### config.mk
export PLATFORM = sky130hd
export DESIGN_NAME = uart_rx_frame_deserializer
export DESIGN_NICKNAME = d
export VERILOG_FILES = /design/src/rtl/uart_rx_frame_deserializer.sv
export SDC_FILE = /design/constraint.sdc
export NUM_CORES = 1
export LEC_CHECK = 0
export CORE_ASPECT_RATIO = 1.75
export CORE_MARGIN = 10
export CORE_UTILIZATION = 59
export DETAILED_ROUTE_END_ITERATION = 10
export GPL_TIMING_DRIVEN = 0
export HOLD_SLACK_MARGIN = 0.05
export PLACE_DENSITY = 0.88
export SLEW_MARGIN = 20
export SYNTH_ARGS = -nofsm -noshare
export SYNTH_HDL_FRONTEND = slang
export SYNTH_SLANG_ARGS = --single-unit
### constraint.sdc
create_clock -name clk -period 4.3 [get_ports clk]
set_input_delay 0.86 -clock clk [delete_from_list [all_inputs] [get_ports clk]]
set_output_delay 0.86 -clock clk [all_outputs]
set_load 0.1 [all_outputs]
### src/rtl/uart_rx_frame_deserializer.sv
// uart_rx_frame_deserializer
//
// Receives asynchronous serial frames from a raw RX line and presents each word through a
// valid/ready holding register. A frame is one start bit, DATA_BITS data bits sent LSB first,
// an optional parity bit, and STOP_BITS stop bits. The FSM only advances on clock cycles where
// tick_en is high. tick_en runs at OVERSAMPLE times the baud rate. Each bit is sampled once,
// at the middle of the bit, counted from the detected falling edge of the start bit.
//
// Ports
//   clk         system clock
//   rst         asynchronous reset, active low
//   tick_en     oversample strobe, one clk wide, OVERSAMPLE x baud
//   ser_bit     raw RX line, asynchronous, idles high
//   data_out    received word, valid while data_valid = 1
//   data_valid  holding register full
//   data_ready  consumer accepts the word when data_valid & data_ready
//   frame_err   a stop bit of the held word was sampled low
//   parity_err  parity mismatch on the held word (always 0 without parity)
//   overrun     sticky: a held word was overwritten before it was accepted
//   busy        a frame is in progress (FSM not idle)

module uart_rx_frame_deserializer #(
  parameter int unsigned DATA_BITS  = 8,
  parameter int unsigned OVERSAMPLE = 16,
  parameter int unsigned PARITY_EN  = 0,
  parameter int unsigned PARITY_ODD = 0,
  parameter int unsigned STOP_BITS  = 1
) (
  input  logic                 clk,
  input  logic                 rst,
  input  logic                 tick_en,
  input  logic                 ser_bit,
  output logic [DATA_BITS-1:0] data_out,
  output logic                 data_valid,
  input  logic                 data_ready,
  output logic                 frame_err,
  output logic                 parity_err,
  output logic                 overrun,
  output logic                 busy
);

  localparam int unsigned CntW = $clog2(OVERSAMPLE);
  localparam int unsigned BitW = $clog2(DATA_BITS);

  // Mid-bit of the start bit, measured from the tick on which the falling edge was seen.
  localparam logic [CntW-1:0] HalfTick = CntW'(OVERSAMPLE / 2 - 1);
  // From one mid-bit sample to the next one is a full bit period.
  localparam logic [CntW-1:0] LastTick = CntW'(OVERSAMPLE - 1);
  localparam logic [BitW-1:0] DataLast = BitW'(DATA_BITS - 1);
  localparam logic [BitW-1:0] StopLast = BitW'(STOP_BITS - 1);
  localparam logic            HasPar   = (PARITY_EN != 0);
  localparam logic            ParOdd   = (PARITY_ODD != 0);

  typedef enum logic [2:0] {
    StIdle,
    StStart,
    StData,
    StParity,
    StStop
  } state_e;

  // ---------------------------------------------------------------------------------------------
  // Input synchroniser. It resets to the idle level, so the end of a reset never looks like a
  // start edge.
  // ---------------------------------------------------------------------------------------------
  logic [1:0] sync_q;
  logic       rx_s;

  always_ff @(posedge clk or negedge rst) begin
    if (!rst) begin
      sync_q <= 2'b11;
    end else begin
      sync_q <= {sync_q[0], ser_bit};
    end
  end

  assign rx_s = sync_q[1];

  // ---------------------------------------------------------------------------------------------
  // Frame FSM
  // ---------------------------------------------------------------------------------------------
  state_e                 state_q, state_d;
  logic [CntW-1:0]        tick_cnt_q, tick_cnt_d;
  logic [BitW-1:0]        bit_cnt_q, bit_cnt_d;
  logic [DATA_BITS-1:0]   shreg_q, shreg_d;
  logic                   ferr_acc_q, ferr_acc_d;
  logic                   perr_acc_q, perr_acc_d;
  logic                   load;
  logic                   load_ferr;

  always_ff @(posedge clk or negedge rst) begin
    if (!rst) begin
      state_q    <= StIdle;
      tick_cnt_q <= '0;
      bit_cnt_q  <= '0;
      shreg_q    <= '0;
      ferr_acc_q <= 1'b0;
      perr_acc_q <= 1'b0;
    end else begin
      state_q    <= state_d;
      tick_cnt_q <= tick_cnt_d;
      bit_cnt_q  <= bit_cnt_d;
      shreg_q    <= shreg_d;
      ferr_acc_q <= ferr_acc_d;
      perr_acc_q <= perr_acc_d;
    end
  end

  always_comb begin
    state_d    = state_q;
    tick_cnt_d = tick_cnt_q;
    bit_cnt_d  = bit_cnt_q;
    shreg_d    = shreg_q;
    ferr_acc_d = ferr_acc_q;
    perr_acc_d = perr_acc_q;
    load       = 1'b0;
    load_ferr  = ferr_acc_q;

    if (tick_en) begin
      unique case (state_q)
        StIdle: begin
          if (!rx_s) begin
            state_d    = StStart;
            tick_cnt_d = '0;
            bit_cnt_d  = '0;
            ferr_acc_d = 1'b0;
            perr_acc_d = 1'b0;
          end
        end

        StStart: begin
          if (tick_cnt_q == HalfTick) begin
            tick_cnt_d = '0;
            // If the line is high again at mid-bit, the low level was a glitch. Drop the frame
            // quietly.
            state_d    = rx_s ? StIdle : StData;
          end else begin
            tick_cnt_d = tick_cnt_q + 1'b1;
          end
        end

        StData: begin
          if (tick_cnt_q == LastTick) begin
            tick_cnt_d = '0;
            // Shift in at the MSB and move right. After DATA_BITS samples, the first bit
            // received is in bit 0.
            shreg_d    = {rx_s, shreg_q[DATA_BITS-1:1]};
            if (bit_cnt_q == DataLast) begin
              bit_cnt_d = '0;
              state_d   = HasPar ? StParity : StStop;
            end else begin
              bit_cnt_d = bit_cnt_q + 1'b1;
            end
          end else begin
            tick_cnt_d = tick_cnt_q + 1'b1;
          end
        end

        StParity: begin
          if (tick_cnt_q == LastTick) begin
            tick_cnt_d = '0;
            perr_acc_d = ((^shreg_q) ^ rx_s) != ParOdd;
            state_d    = StStop;
          end else begin
            tick_cnt_d = tick_cnt_q + 1'b1;
          end
        end

        StStop: begin
          if (tick_cnt_q == LastTick) begin
            tick_cnt_d = '0;
            if (bit_cnt_q == StopLast) begin
              // Go back to idle on this same tick, so a start edge on the very next tick is
              // accepted.
              load      = 1'b1;
              load_ferr = ferr_acc_q | ~rx_s;
              bit_cnt_d = '0;
              state_d   = StIdle;
            end else begin
              ferr_acc_d = ferr_acc_q | ~rx_s;
              bit_cnt_d  = bit_cnt_q + 1'b1;
            end
          end else begin
            tick_cnt_d = tick_cnt_q + 1'b1;
          end
        end

        default: begin
          state_d = StIdle;
        end
      endcase
    end
  end

  assign busy = (state_q != StIdle);

  // ---------------------------------------------------------------------------------------------
  // Holding register and handshake. The word loads on the edge that takes the final stop sample,
  // so it appears one clk after that sample.
  // ---------------------------------------------------------------------------------------------
  logic [DATA_BITS-1:0] data_q, data_d;
  logic                 valid_q, valid_d;
  logic                 ferr_q, ferr_d;
  logic                 perr_q, perr_d;
  logic                 ovr_q, ovr_d;
  logic                 hs;

  assign hs = valid_q & data_ready;

  always_comb begin
    data_d  = data_q;
    ferr_d  = ferr_q;
    perr_d  = perr_q;
    valid_d = valid_q & ~data_ready;
    ovr_d   = hs ? 1'b0 : ovr_q;

    if (load) begin
      data_d  = shreg_q;
      ferr_d  = load_ferr;
      perr_d  = HasPar & perr_acc_q;
      valid_d = 1'b1;
      // A word that is consumed on this same edge is not lost, so this is not an overrun.
      if (valid_q && !data_ready) begin
        ovr_d = 1'b1;
      end
    end
  end

  always_ff @(posedge clk or negedge rst) begin
    if (!rst) begin
      data_q  <= '0;
      valid_q <= 1'b0;
      ferr_q  <= 1'b0;
      perr_q  <= 1'b0;
      ovr_q   <= 1'b0;
    end else begin
      data_q  <= data_d;
      valid_q <= valid_d;
      ferr_q  <= ferr_d;
      perr_q  <= perr_d;
      ovr_q   <= ovr_d;
    end
  end

  assign data_out   = data_q;
  assign data_valid = valid_q;
  assign frame_err  = ferr_q;
  assign parity_err = perr_q;
  assign overrun    = ovr_q;

endmodule

Word level (Yosys, flattened, before mapping)
Cells that the tools add are included.
{ "word_totals": {"regBits": 32, "input_bits": 5, "out_inout_bits": 13, "elab_cells": 81} }
{ "op_classes": {"add_sub_neg": 2, "eq_ne": 15, "mux": 35, "bitwise": 5, "reduce_logical": 14} }
{ "op_table": {"columns": ["cell", "n"], "rows": [
  ["2-to-1 mux 3 bit", 12],
  ["!= test 2 bit (second input constant)", 8],
  ["2-to-1 mux 1 bit", 15],
  ["case mux 3 bit (5 select lines)", 1],
  ["2-to-1 mux 4 bit", 3],
  ["case mux 4 bit (3 select lines)", 1],
  ["AND reduction 5 bit", 2],
  ["case mux 3 bit (3 select lines)", 1],
  ["nonzero test 3 bit", 3],
  ["AND reduction 8 bit", 1],
  ["== test 3 x 2 -> 1 bit (second input constant)", 2],
  ["== test 3 bit (second input constant)", 2],
  ["logical NOT 3 bit", 2],
  ["AND reduction 3 bit", 2],
  ["adder 4 x 1 -> 4 bit (second input constant)", 1],
  ["== test 4 x 3 -> 1 bit (second input constant)", 1],
  ["== test 4 bit (second input constant)", 1],
  ["adder 3 x 1 -> 3 bit (second input constant)", 1],
  ["== test 3 x 1 -> 1 bit (second input constant)", 1],
  ["OR reduction 3 bit", 1],
  ["AND 1 bit", 2],
  ["2-to-1 mux 2 bit", 1],
  ["inverter 1 bit", 2],
  ["case mux 1 bit (2 select lines)", 1],
  ["4 further kinds", 4]
]} }

Longest topological paths before layout
Gate-level depths: netlist of run 1.
{ "depth": {"word_depth": 6, "ltp_mapped": 7, "mapped_depth_nobuf": 6} }

Least setup slack after synthesis of run 1
No wires, ideal clock.
{ "synth_timing": {"kind": "register to output", "start": "register state_q[0]", "end": "output busy", "t_arrival_ns": 1.386, "required_time_ns": 3.440, "path_slack_ns": 2.054, "path_stages_with_launch": 3, "n_path_buf": 1, "path_cell_list": "dfrtp_1 -> or3_1 -> clkbuf_1"} }
{ "synth_between": {"elab_chain_len": 1} }
{ "synth_lines": {"columns": ["item", "line", "source"], "rows": [
  ["start, declared", "82", "state_e state_q, state_d;"],
  ["start signal, assigned", "93", "state_q <= StIdle;"],
  ["start signal, assigned", "100", "state_q <= state_d;"],
  ["nonzero test 3 bit", "195", "assign busy = (state_q != StIdle);"],
  ["end, declared", "39", "output logic busy"]
]} }
Every way passes these cells.

Final worst setup path of run 1
Same ends and word-level chain as after synthesis.

==> key figures, run 1 <==
Min path
  • WHS Path Cells: 0
  • Worst hold path type: flop to flop

Yosys
  • Area contributors post-synth: dfrtp_1, mux2_2, dfstp_2, ha_1, nand2b_1
  • Mapped cell area: 0.00158 mm^2
  • Yosys cell types: 42
  • Yosys warning count: 0
  • Ys async rst share: 1.00
  • Area share of the largest cell type after synthesis: 0.475
  • Cell with the most instances after synthesis: dfrtp_1
  • Most common flop cell mapped by yosys: dfrtp_1
  • EDFF count, synth: 0
  • Synth Net Count: 148
  • Post-Synthesis Cells: about 140
  • Largest area contributor in the netlist: dfrtp_1
  • Commonest cells in the synthesized netlist: dfrtp_1, mux2_2, nand2_1
  • Seq/Total Area, Yosys: 0.508
  • FF+latch count, synth: 32
  • Avg Synthesized Cell Area: ~11 um^2

CTS
  • CTS tree: done
  • Worst-Skew Late Latency: 0.29 ns
  • PostCTS Resize Cnt: 0
  • Clk pin slew, worst setup/hold paths: ~0.070 ns
  • H-tree Lvls: 2
  • Hold_buf cts: 0
  • Bufs on Longest Clock Path: 2
  • Post-CTS setup buffer count: 0
  • Root buffer cell: clkbuf_8
  • Sink Count: 32
  • TritonCTS Buffers: 5

Drt
  • Number of remaining DRC errors: 0
  • Total Routed Length: approximately 3.4 mm
  • 1st-iter DRT viols: 37
  • WL/cell: 18.2 um
  • ANT nets after route: 0
  • Pre-Repair DR Iteration Count: 4
  • Vias/cell: about 6
  • Via count: ~1200

Floorplan
  • Initial Util: 0.627
  • Die area: around 0.0052 mm^2
  • Die Y-Extent: between 80 and 90 um
  • Standard-cell row count: 24
  • Core area: about 0.0025 mm^2
  • # IOs: 18
  • Die W: between 50 and 60 um

Placed design
  • Port bufs: 16
  • HPWL Detailed: around 2.6 mm
  • Placement Setup Slack: approximately 1.5 ns
  • Routability cong.: around 0.84

Critical path
  • CP Max Fanout: 7
  • Critical path required time: 3.44 ns
  • CP endpoint kind: output pin
  • Worst R2R Path Depth: 4
  • Flop2flop setup slack: between 2 and 2.5 ns
  • Startpoint class of the critical path: flop
  • Critical path class: flop to output pin
  • Critical Path AT: around 2.2 ns

Timing
  • Tcrit/Tclk final: 0.713
  • Unrepaired setup endpoints after global routing: no
  • Slew margin rel.: 0.326
  • Fin Hold WS: 0.349 ns
  • Fmax achieved: around 330 MHz
  • Fin. max-slew vios: 0
  • Measured slew at the worst slew-check pin: roughly 1 ns
  • Skew final: 0.00869 ns
  • Crit path time final: between 3 and 4 ns
  • Setup tns final: 0 ns
  • Hold Fails Final Rpt: 0
  • Worst Slack Setup Final: between 1 and 1.5 ns
  • Final setup violation count: 0

GRT
  • Vias in the first global route: approximately 1200
  • First-pass GRT wire length: 5.83 mm
  • Initial antenna violation count: 0
  • All-Layer GR Usage: 0.145
  • Largest net degree at the start of global routing: 33
  • Gr ovfl total: 0

Layout
  • Multi-input gate area: slightly above 700 um^2
  • Ant. Diodes: 0
  • Filler cell count: about 180
  • Syn-to-layout area delta: 17.6%
  • Layout cells sized above 1: 0.215
  • Layout Nets: approximately 170
  • Reg area: 803 um^2

Status
  • Run status: completed

Pwr
  • Power Dens Cells: 489 mW/mm^2
  • Lkg Pwr: approximately 0.84 nW
  • VDD IR max: between 0.3 and 0.4 mV

Flow run
  • Max-cap violations: 0
-- worst max-delay path: stages (launching register included) --
cell,delay [ns]
dfrtp_1,0.44
or3_1,0.13
clkbuf_1,0.17
clkdlybuf4s50_1,1.17
-- stage by stage --
stage               utilization  instance area, um^2  instances  power (mW)
global route              0.737                 1860        189       0.962
detailed placement        0.701                 1770        181       0.674
global placement          0.703                 1770        181       0.660
floorplan                     -                 1580        139       0.601
finish                    0.737                 1860        189       0.909
CTS                       0.737                 1860        189       0.911
-- logic make-up after synthesis --
kind of cell	Yosys count	share of synthesized area
XOR/XNOR	1	0.00554
AND/OR/NAND/NOR	45	0.169
flip-flops	32	0.508
other	1	0.00237
adder cells (fa/ha/maj)	4	0.0316
buffers and inverters	11	0.0364
AO/OA/AOI/OAI	26	0.112
multiplexers	19	0.135
-- registers in the layout, summed over array words and instances (netlist names), 2 cells and up --
name        flops
bit_cnt_q       3
shreg_q         8
state_q         3
data_out        8
sync_q          2
tick_cnt_q      4
-- power by group --
part / internal [mW] / switching, mW
Sequential: 0.337 / 0.0421
Clock: 0.130 / 0.108
Combinational: 0.115 / 0.177
-- area by class of cell --
type                            instances  share of cell area
Clock buffer                            8              0.0485
Inverter                                4             0.00808
Multi-Input combinational cell         96               0.388
Timing Repair Buffer                   16              0.0834
Sequential cell                        32               0.432
Tap cell                               26              0.0175
Buffer                                  7              0.0229
-- final timing paths --
path                                        startpoint                       end
max in group asynchronous                          rst  bit_cnt_q[2]$_DFFE_PN0P_
worst min-delay path               sync_q[0]$_DFF_PN1_       sync_q[1]$_DFF_PN1_
min in group asynchronous                          rst   data_out[0]$_DFFE_PN0P_
worst max register to register     sync_q[1]$_DFF_PN1_  bit_cnt_q[0]$_DFFE_PN0P_
worst min register to register     sync_q[0]$_DFF_PN1_       sync_q[1]$_DFF_PN1_
worst max-delay path            state_q[0]$_DFFE_PN0P_                      busy
-- layout by cell type, fill, tap and decap left out, types with 2 or more instances in the layout --
cell type        Yosys  layout
a211oi_1             2       2
a21oi_1              4       4
a31oi_1              3       3
and2_1               2       2
buf_2                1       2
buf_4                2       2
clkbuf_1             3       5
clkbuf_8             0       6
clkdlybuf4s50_1      0      15
dfrtp_1             30      30
dfstp_2              2       2
ha_1                 4       4
inv_1                4       4
mux2_2              19      19
nand2_1              8       8
nand2b_1             6       6
nand3_1              4       4
nor2_1               7       7
nor2b_1              5       5
nor4b_1              2       2
o211ai_1             2       2
o21ai_0              6       6
or3_1                2       2
-- per-layer routing --
| layer | track usage | part of all wire | vias up |
|---|---|---|---|
| met5 | 0 | 0 | - |
| met4 | 0.0692 | 0.020 | 0 |
| met3 | 0.0516 | 0.058 | 6 |
| met2 | 0.269 | 0.55 | 29 |
| met1 | 0.134 | 0.37 | 576 |
| li1 | - | - | 546 |
Power figures use the tool's default switching activity.
==> run 2: changes to the inputs <==
--- a/config.mk
+++ b/config.mk
@@ -7,11 +7,11 @@
 export LEC_CHECK = 0
 export CORE_ASPECT_RATIO = 1.75
 export CORE_MARGIN = 10
-export CORE_UTILIZATION = 59
+export CORE_UTILIZATION = 55
 export DETAILED_ROUTE_END_ITERATION = 10
 export GPL_TIMING_DRIVEN = 0
 export HOLD_SLACK_MARGIN = 0.05
-export PLACE_DENSITY = 0.88
+export PLACE_DENSITY = 0.83
 export SLEW_MARGIN = 20
 export SYNTH_ARGS = -nofsm -noshare
 export SYNTH_HDL_FRONTEND = slang
==> constraint.sdc (replaced) <==
create_clock -name clk -period 3.1 [get_ports clk]
set_input_delay 0.62 -clock clk [delete_from_list [all_inputs] [get_ports clk]]
set_output_delay 0.62 -clock clk [all_outputs]
set_load 0.1 [all_outputs]
==> run 2 against run 1 <==
Via count down 0.95%. Critical path depth unchanged. Largest cell class unchanged. First-iteration DRC count down 43%. Clock skew down 0.0024 ns. Flip-flop and latch count unchanged. Critical endpoint unchanged. Worst setup slack worse by 0.97 ns. Combinational power up 40%. Sequential share of layout area about the same. Critical path type unchanged. Hold slack better by 0.0093 ns.
==> key figures, run 2 (synthesis results as in run 1) <==
Status
  • Run status: completed (unchanged)

Layout
  • Syn-to-layout area delta: 17.6% (about the same)
  • Layout cells sized above 1: 0.215 (unchanged)
  • Commonest non-fill, non-tap cell in the layout: dfrtp_1 (unchanged)
  • Non-Filler Instances: 190 (was 189)
  • Most frequent cells in the layout: dfrtp_1, mux2_2, clkdlybuf4s50_1 (unchanged)
  • Layout Nets: 171 (unchanged)
  • Ant. Diodes: 0 (unchanged)

GRT
  • First-pass GRT wire length: 5.77 mm (was 5.83 mm)
  • Gr ovfl total: 0 (unchanged)
  • Initial antenna violation count: 0 (unchanged)
  • All-Layer GR Usage: 0.134 (was 0.145)
  • Vias in the first global route: 1238 (was 1215)
  • Largest net degree at the start of global routing: 33 (unchanged)

Floorplan
  • Core area: 0.00272 mm^2 (was 0.00252 mm^2)
  • Standard-cell row count: 25 (was 24)
  • Die W: 60.5 um (was 59.1 um)
  • Die area: 0.00550 mm^2 (was 0.00523 mm^2)
  • Initial Util: 0.581 (was 0.627)
  • # IOs: 18 (unchanged)
  • Die Y-Extent: 90.9 um (was 88.5 um)

Pwr
  • P_int: 807 uW (was 583 uW)
  • Combinational cell fraction of total power: 0.325 (was 0.321)
  • VDD IR max: 0.449 mV (was 0.319 mV)
  • Power Dens Cells: 679 mW/mm^2 (was 489 mW/mm^2)
  • Lkg Pwr: 0.844 nW (unchanged)
  • Clock share of power: 0.261 (was 0.262)
  • Net Sw Power: 455 uW (was 327 uW)
  • Switching Share: 0.360 (was 0.359)
  • Sequential power share: 0.414 (was 0.417)

Timing
  • Crit path time final: ~2.8 ns
  • Setup tns final: 0 ns (unchanged)
  • Unrepaired setup endpoints after global routing: no (unchanged)
  • Fmax achieved: 353 MHz
  • Slew margin rel.: 0.336 (was 0.326)
  • Final setup violation count: 0 (unchanged)
  • Tcrit/Tclk final: 0.915
  • Measured slew at the worst slew-check pin: 0.993 ns (was 1.01 ns)
  • Skew final: 0.00629 ns (was 0.00869 ns)
  • Fin. max-slew vios: 0 (unchanged)
  • Hold Fails Final Rpt: 0 (unchanged)

Critical path
  • Critical path required time: 2.48 ns (was 3.44 ns)
  • Critical Path AT: 2.22 ns (was 2.21 ns)
  • Startpoint class of the critical path: flop (unchanged)
  • Critical path class: flop to output pin (unchanged)
  • CP endpoint kind: output pin (unchanged)
  • CP Max Fanout: 7 (unchanged)

CTS
  • Clk pin slew, worst setup/hold paths: 0.07 ns (about the same)
  • Bufs on Longest Clock Path: 2 (unchanged)
  • Post-CTS setup buffer count: 0 (unchanged)
  • Root buffer cell: clkbuf_8 (unchanged)
  • Worst-Skew Late Latency: 0.29 ns (about the same)
  • PostCTS Resize Cnt: 0 (unchanged)
  • CTS tree: done (unchanged)
  • H-tree Lvls: 2 (unchanged)
  • Sink Count: 32 (unchanged)
  • Hold_buf cts: 0 (unchanged)
  • TritonCTS Buffers: 5 (unchanged)

Placed design
  • Port bufs: 16 (unchanged)
  • Routability cong.: 0.856 (was 0.841)
  • HPWL Detailed: 2.47 mm (was 2.56 mm)
  • Placed cell count: 182 (was 181)

Drt
  • Vias/cell: 6.03 (was 6.12)
  • Total Routed Length: 3.37 mm (was 3.44 mm)
  • 1st-iter DRT viols: 21 (was 37)
  • Pre-Repair DR Iteration Count: 4 (unchanged)
  • WL/cell: 17.7 um (was 18.2 um)
  • Via count: 1146 (was 1157)
  • Number of remaining DRC errors: 0 (unchanged)
  • ANT nets after route: 0 (unchanged)

Flow run
  • Max-cap violations: 0 (unchanged)

Min path
  • Worst hold path type: flop to flop (unchanged)
-- run 2: cell counts in the layout (fill, tap and decap cells not counted) --
No cell type changed its count.
-- run 2: per-layer routing --
metal  GRT usage  wire [um]
met1       0.129       1210
met2       0.230       1850
met3      0.0530        193
met4      0.0717        117
met5           0          0
-- run 2: stage by stage --
step / total power [mW] / hold slack [ns] / util / setup WS (ns) / instance area, um^2
detailed placement: 0.935 / 0.351 / 0.651 / 0.585 / 1770
global route: 1.34 / 0.368 / 0.684 / 0.182 / 1860
CTS: 1.27 / 0.360 / 0.684 / 0.277 / 1860
floorplan: 0.834 / 0.324 / - / 0.897 / 1580
global placement: 0.916 / 0.347 / 0.652 / 0.605 / 1780
finish: 1.26 / 0.358 / 0.684 / 0.265 / 1860
-- run 2: power groups by stage --
stage	registers (mW)	logic [mW]	clock network [mW]
after floorplan	0.519	0.315	0
after detailed placement	0.528	0.406	0
after CTS	0.522	0.409	0.336
final	0.522	0.410	0.330
after global routing	0.532	0.455	0.351
after global placement	0.527	0.389	0
-- run 2: critical path: stages (launching register included) --
cell	delay, ns
dfrtp_1	0.44
or3_1	0.13
clkbuf_1	0.18
clkdlybuf4s50_1	1.17
-- run 2: final timing paths --
path | from | to | slack [ns] | depth (start not counted)
max | state_q[0]$_DFFE_PN0P_ | busy | 0.26 | 3
min | sync_q[0]$_DFF_PN1_ | sync_q[1]$_DFF_PN1_ | 0.36 | 0
max reg2reg | state_q[2]$_DFFE_PN0P_ | data_out[6]$_DFFE_PN0P_ | 1.11 | 5
min reg2reg | sync_q[0]$_DFF_PN1_ | sync_q[1]$_DFF_PN1_ | 0.36 | 0
max in group asynchronous | rst | bit_cnt_q[1]$_DFFE_PN0P_ | 2.28 | 1
min in group asynchronous | rst | state_q[0]$_DFFE_PN0P_ | 0.37 | 1
-- run 2: area by class of cell --
type / count / area (um^2)
Buffer: 7 / 42.5
Multi-Input combinational cell: 96 / 721
Fill cell: 194 / 861
Clock buffer: 8 / 90.1
Tap cell: 27 / 33.8
Sequential cell: 32 / 803
Timing Repair Buffer: 16 / 155
Inverter: 4 / 15.0
==> run 3: changes to the inputs <==
--- a/config.mk
+++ b/config.mk
@@ -5,9 +5,11 @@
 export SDC_FILE = /design/constraint.sdc
 export NUM_CORES = 1
 export LEC_CHECK = 0
+export CELL_PAD_IN_SITES_DETAIL_PLACEMENT = 1
+export CELL_PAD_IN_SITES_GLOBAL_PLACEMENT = 1
 export CORE_ASPECT_RATIO = 1.75
 export CORE_MARGIN = 10
-export CORE_UTILIZATION = 55
+export CORE_UTILIZATION = 44
 export DETAILED_ROUTE_END_ITERATION = 10
 export GPL_TIMING_DRIVEN = 0
 export HOLD_SLACK_MARGIN = 0.05
@@ -16,3 +18,4 @@
 export SYNTH_ARGS = -nofsm -noshare
 export SYNTH_HDL_FRONTEND = slang
 export SYNTH_SLANG_ARGS = --single-unit
+export TNS_END_PERCENT = 20
==> run 3 against run 2 <==
Flip-flop and latch count unchanged. Non-clock buffer count is the same. Utilization decreased by 14 points. Largest cell class unchanged. Critical path type unchanged.
==> key figures, run 3 (synthesis results as in run 1) <==
Timing
  • Measured slew at the worst slew-check pin: 1.01 ns (was 0.993 ns)
  • Setup tns final: 0 ns (unchanged)
  • Unrepaired setup endpoints after global routing: no (unchanged)
  • Fmax achieved: 346 MHz (was 353 MHz)
  • Hold Fails Final Rpt: 0 (unchanged)
  • Final setup violation count: 0 (unchanged)
  • Crit path time final: 2.89 ns (was 2.84 ns)
  • Tcrit/Tclk final: 0.931 (was 0.915)
  • Worst Slack Setup Final: 0.213 ns (was 0.265 ns)
  • Fin. max-slew vios: 0 (unchanged)
  • Skew final: 0.00870 ns (was 0.00629 ns)
  • Slew margin rel.: 0.325 (was 0.336)

Pwr
  • Lkg Pwr: 0.840 nW (was 0.844 nW)
  • VDD IR max: 0.340 mV (was 0.449 mV)
  • Power Dens Cells: 676 mW/mm^2 (was 679 mW/mm^2)

Layout
  • Commonest non-fill, non-tap cell in the layout: dfrtp_1 (unchanged)
  • Layout cells sized above 1: 0.221 (was 0.215)
  • Layout Nets: 171 (unchanged)
  • Multi-input gate area: 721 um^2 (unchanged)
  • Ant. Diodes: 0 (unchanged)
  • Most frequent cells in the layout: dfrtp_1, mux2_2, clkdlybuf4s50_1 (unchanged)
  • Filler cell count: 388 (was 194)
  • Reg area: 803 um^2 (unchanged)
  • Syn-to-layout area delta: 19.0% (was 17.6%)
  • Non-Filler Instances: 208 (was 190)

Min path
  • Worst hold path type: flop to flop (unchanged)
  • WHS Path Cells: 0 (unchanged)
  • Hold Path Origin: sync_q[0]$_DFF_PN1_ (unchanged)
  • Worst Hold End: sync_q[1]$_DFF_PN1_ (unchanged)

Drt
  • Vias/cell: 5.53 (was 6.03)
  • 1st-iter DRT viols: 20 (was 21)
  • Pre-Repair DR Iteration Count: 3 (was 4)
  • ANT nets after route: 0 (unchanged)
  • Number of remaining DRC errors: 0 (unchanged)
  • WL/cell: 18.3 um (was 17.7 um)
  • Total Routed Length: 3.81 mm (was 3.37 mm)
  • Via count: 1150 (was 1146)

Critical path
  • Critical-path top delay cell: clkdlybuf4s50_1 (unchanged)
  • Critical path class: flop to output pin (unchanged)
  • Worst R2R Start: sync_q[1]$_DFF_PN1_ (was state_q[2]$_DFFE_PN0P_)
  • Critical Path AT: 2.27 ns (was 2.22 ns)
  • Worst-path cell chain: or3_1, clkbuf_1, clkdlybuf4s50_1 (unchanged)
  • Flop2flop setup slack: 1.12 ns (was 1.11 ns)
  • CP endpoint kind: output pin (unchanged)
  • Worst R2R Path Depth: 4 (was 5)
  • Critical path required time: 2.48 ns (about the same)
  • CP Max Fanout: 7 (unchanged)
  • FF-to-FF End: bit_cnt_q[0]$_DFFE_PN0P_ (was data_out[6]$_DFFE_PN0P_)
  • Startpoint class of the critical path: flop (unchanged)
  • Critical path's largest stage delay: 1.18 ns (was 1.17 ns)

CTS
  • PostCTS Resize Cnt: 0 (unchanged)
  • Bufs on Longest Clock Path: 2 (unchanged)
  • CTS tree: done (unchanged)
  • Root buffer cell: clkbuf_8 (unchanged)
  • Sink Count: 32 (unchanged)
  • TritonCTS Buffers: 5 (unchanged)
  • Hold_buf cts: 0 (unchanged)
  • Worst-Skew Late Latency: 0.29 ns (about the same)
  • Post-CTS setup buffer count: 0 (unchanged)
  • H-tree Lvls: 2 (unchanged)
  • Clk pin slew, worst setup/hold paths: 0.07 ns (about the same)

Status
  • Run status: completed (unchanged)

Placed design
  • Placement Setup Slack: 0.539 ns (was 0.585 ns)
  • HPWL Detailed: 2.97 mm (was 2.47 mm)
  • Placed cell count: 200 (was 182)
  • Port bufs: 16 (unchanged)
  • Routability cong.: 0.795 (was 0.856)

Floorplan
  • Core area: 0.00343 mm^2 (was 0.00272 mm^2)
  • Die Y-Extent: 99.3 um (was 90.9 um)
  • Standard-cell row count: 28 (was 25)
  • # IOs: 18 (unchanged)
  • Die area: 0.00649 mm^2 (was 0.00550 mm^2)
  • Initial Util: 0.461 (was 0.581)
  • Die W: 65.3 um (was 60.5 um)

GRT
  • Gr ovfl total: 0 (unchanged)
  • Vias in the first global route: 1314 (was 1238)
  • Initial antenna violation count: 0 (unchanged)
  • Largest net degree at the start of global routing: 33 (unchanged)
  • All-Layer GR Usage: 0.125 (was 0.134)
  • First-pass GRT wire length: 6.43 mm (was 5.77 mm)

Flow run
  • Max-cap violations: 0 (unchanged)
[run 3: layout make-up]
cell class / count / area share
timing repair buffer: 16 / 0.0824
sequential: 32 / 0.427
clock buffer: 6 / 0.0386
inverter: 4 / 0.00798
tap: 45 / 0.0299
multi-input combinational: 96 / 0.383
buffer: 7 / 0.0226
clock inverter: 2 / 0.00864
[run 3: metal layers]
metal / vias up / GRT usage / routed length [um]
li1: 543 / - / -
met1: 579 / 0.117 / 1410
met2: 20 / 0.237 / 2150
met3: 8 / 0.0371 / 173
met4: 0 / 0.0546 / 78
met5: - / 0 / 0
[run 3: stage by stage]
| step | instance area (um^2) | power, mW | hold slack, ns | util |
|---|---|---|---|---|
| finish | 1880 | 1.27 | 0.357 | 0.548 |
| global route | 1880 | 1.36 | 0.362 | 0.548 |
| CTS | 1880 | 1.28 | 0.358 | 0.548 |
| detailed placement | 1790 | 0.952 | 0.347 | 0.522 |
| global placement | 1800 | 0.922 | 0.347 | 0.524 |
| floorplan | 1580 | 0.834 | 0.324 | - |
[run 3: worst max-delay path, delay by kind of cell (launching register included)]
family        cells  cell delay, ns
flops             1            0.46
buf+inv           2            1.38
simple gates      1            0.14
[run 3: worst max-delay path by stage]
stage / start / endpoint / slack, ns / depth (start not counted)
6_report: state_q[0]$_DFFE_PN0P_ / busy / 0.21 / 3
5_1_grt: state_q[0]$_DFFE_PN0P_ / busy / 0.15 / 3
4_1_cts: state_q[0]$_DFFE_PN0P_ / busy / 0.21 / 3
3_5_place_dp: tick_en / shreg_q[6]$_DFFE_PN0P_ / 0.54 / 5
3_3_place_gp: state_q[0]$_DFFE_PN0P_ / busy / 0.56 / 3
2_1_floorplan: state_q[2]$_DFFE_PN0P_ / state_q[1]$_DFFE_PN0P_ / 0.90 / 5
[run 3: where the power goes]
part / internal [mW] / switching, mW / total, mW
Clock: 0.160 / 0.165 / 0.324
Sequential: 0.468 / 0.0564 / 0.524
Combinational: 0.159 / 0.265 / 0.424
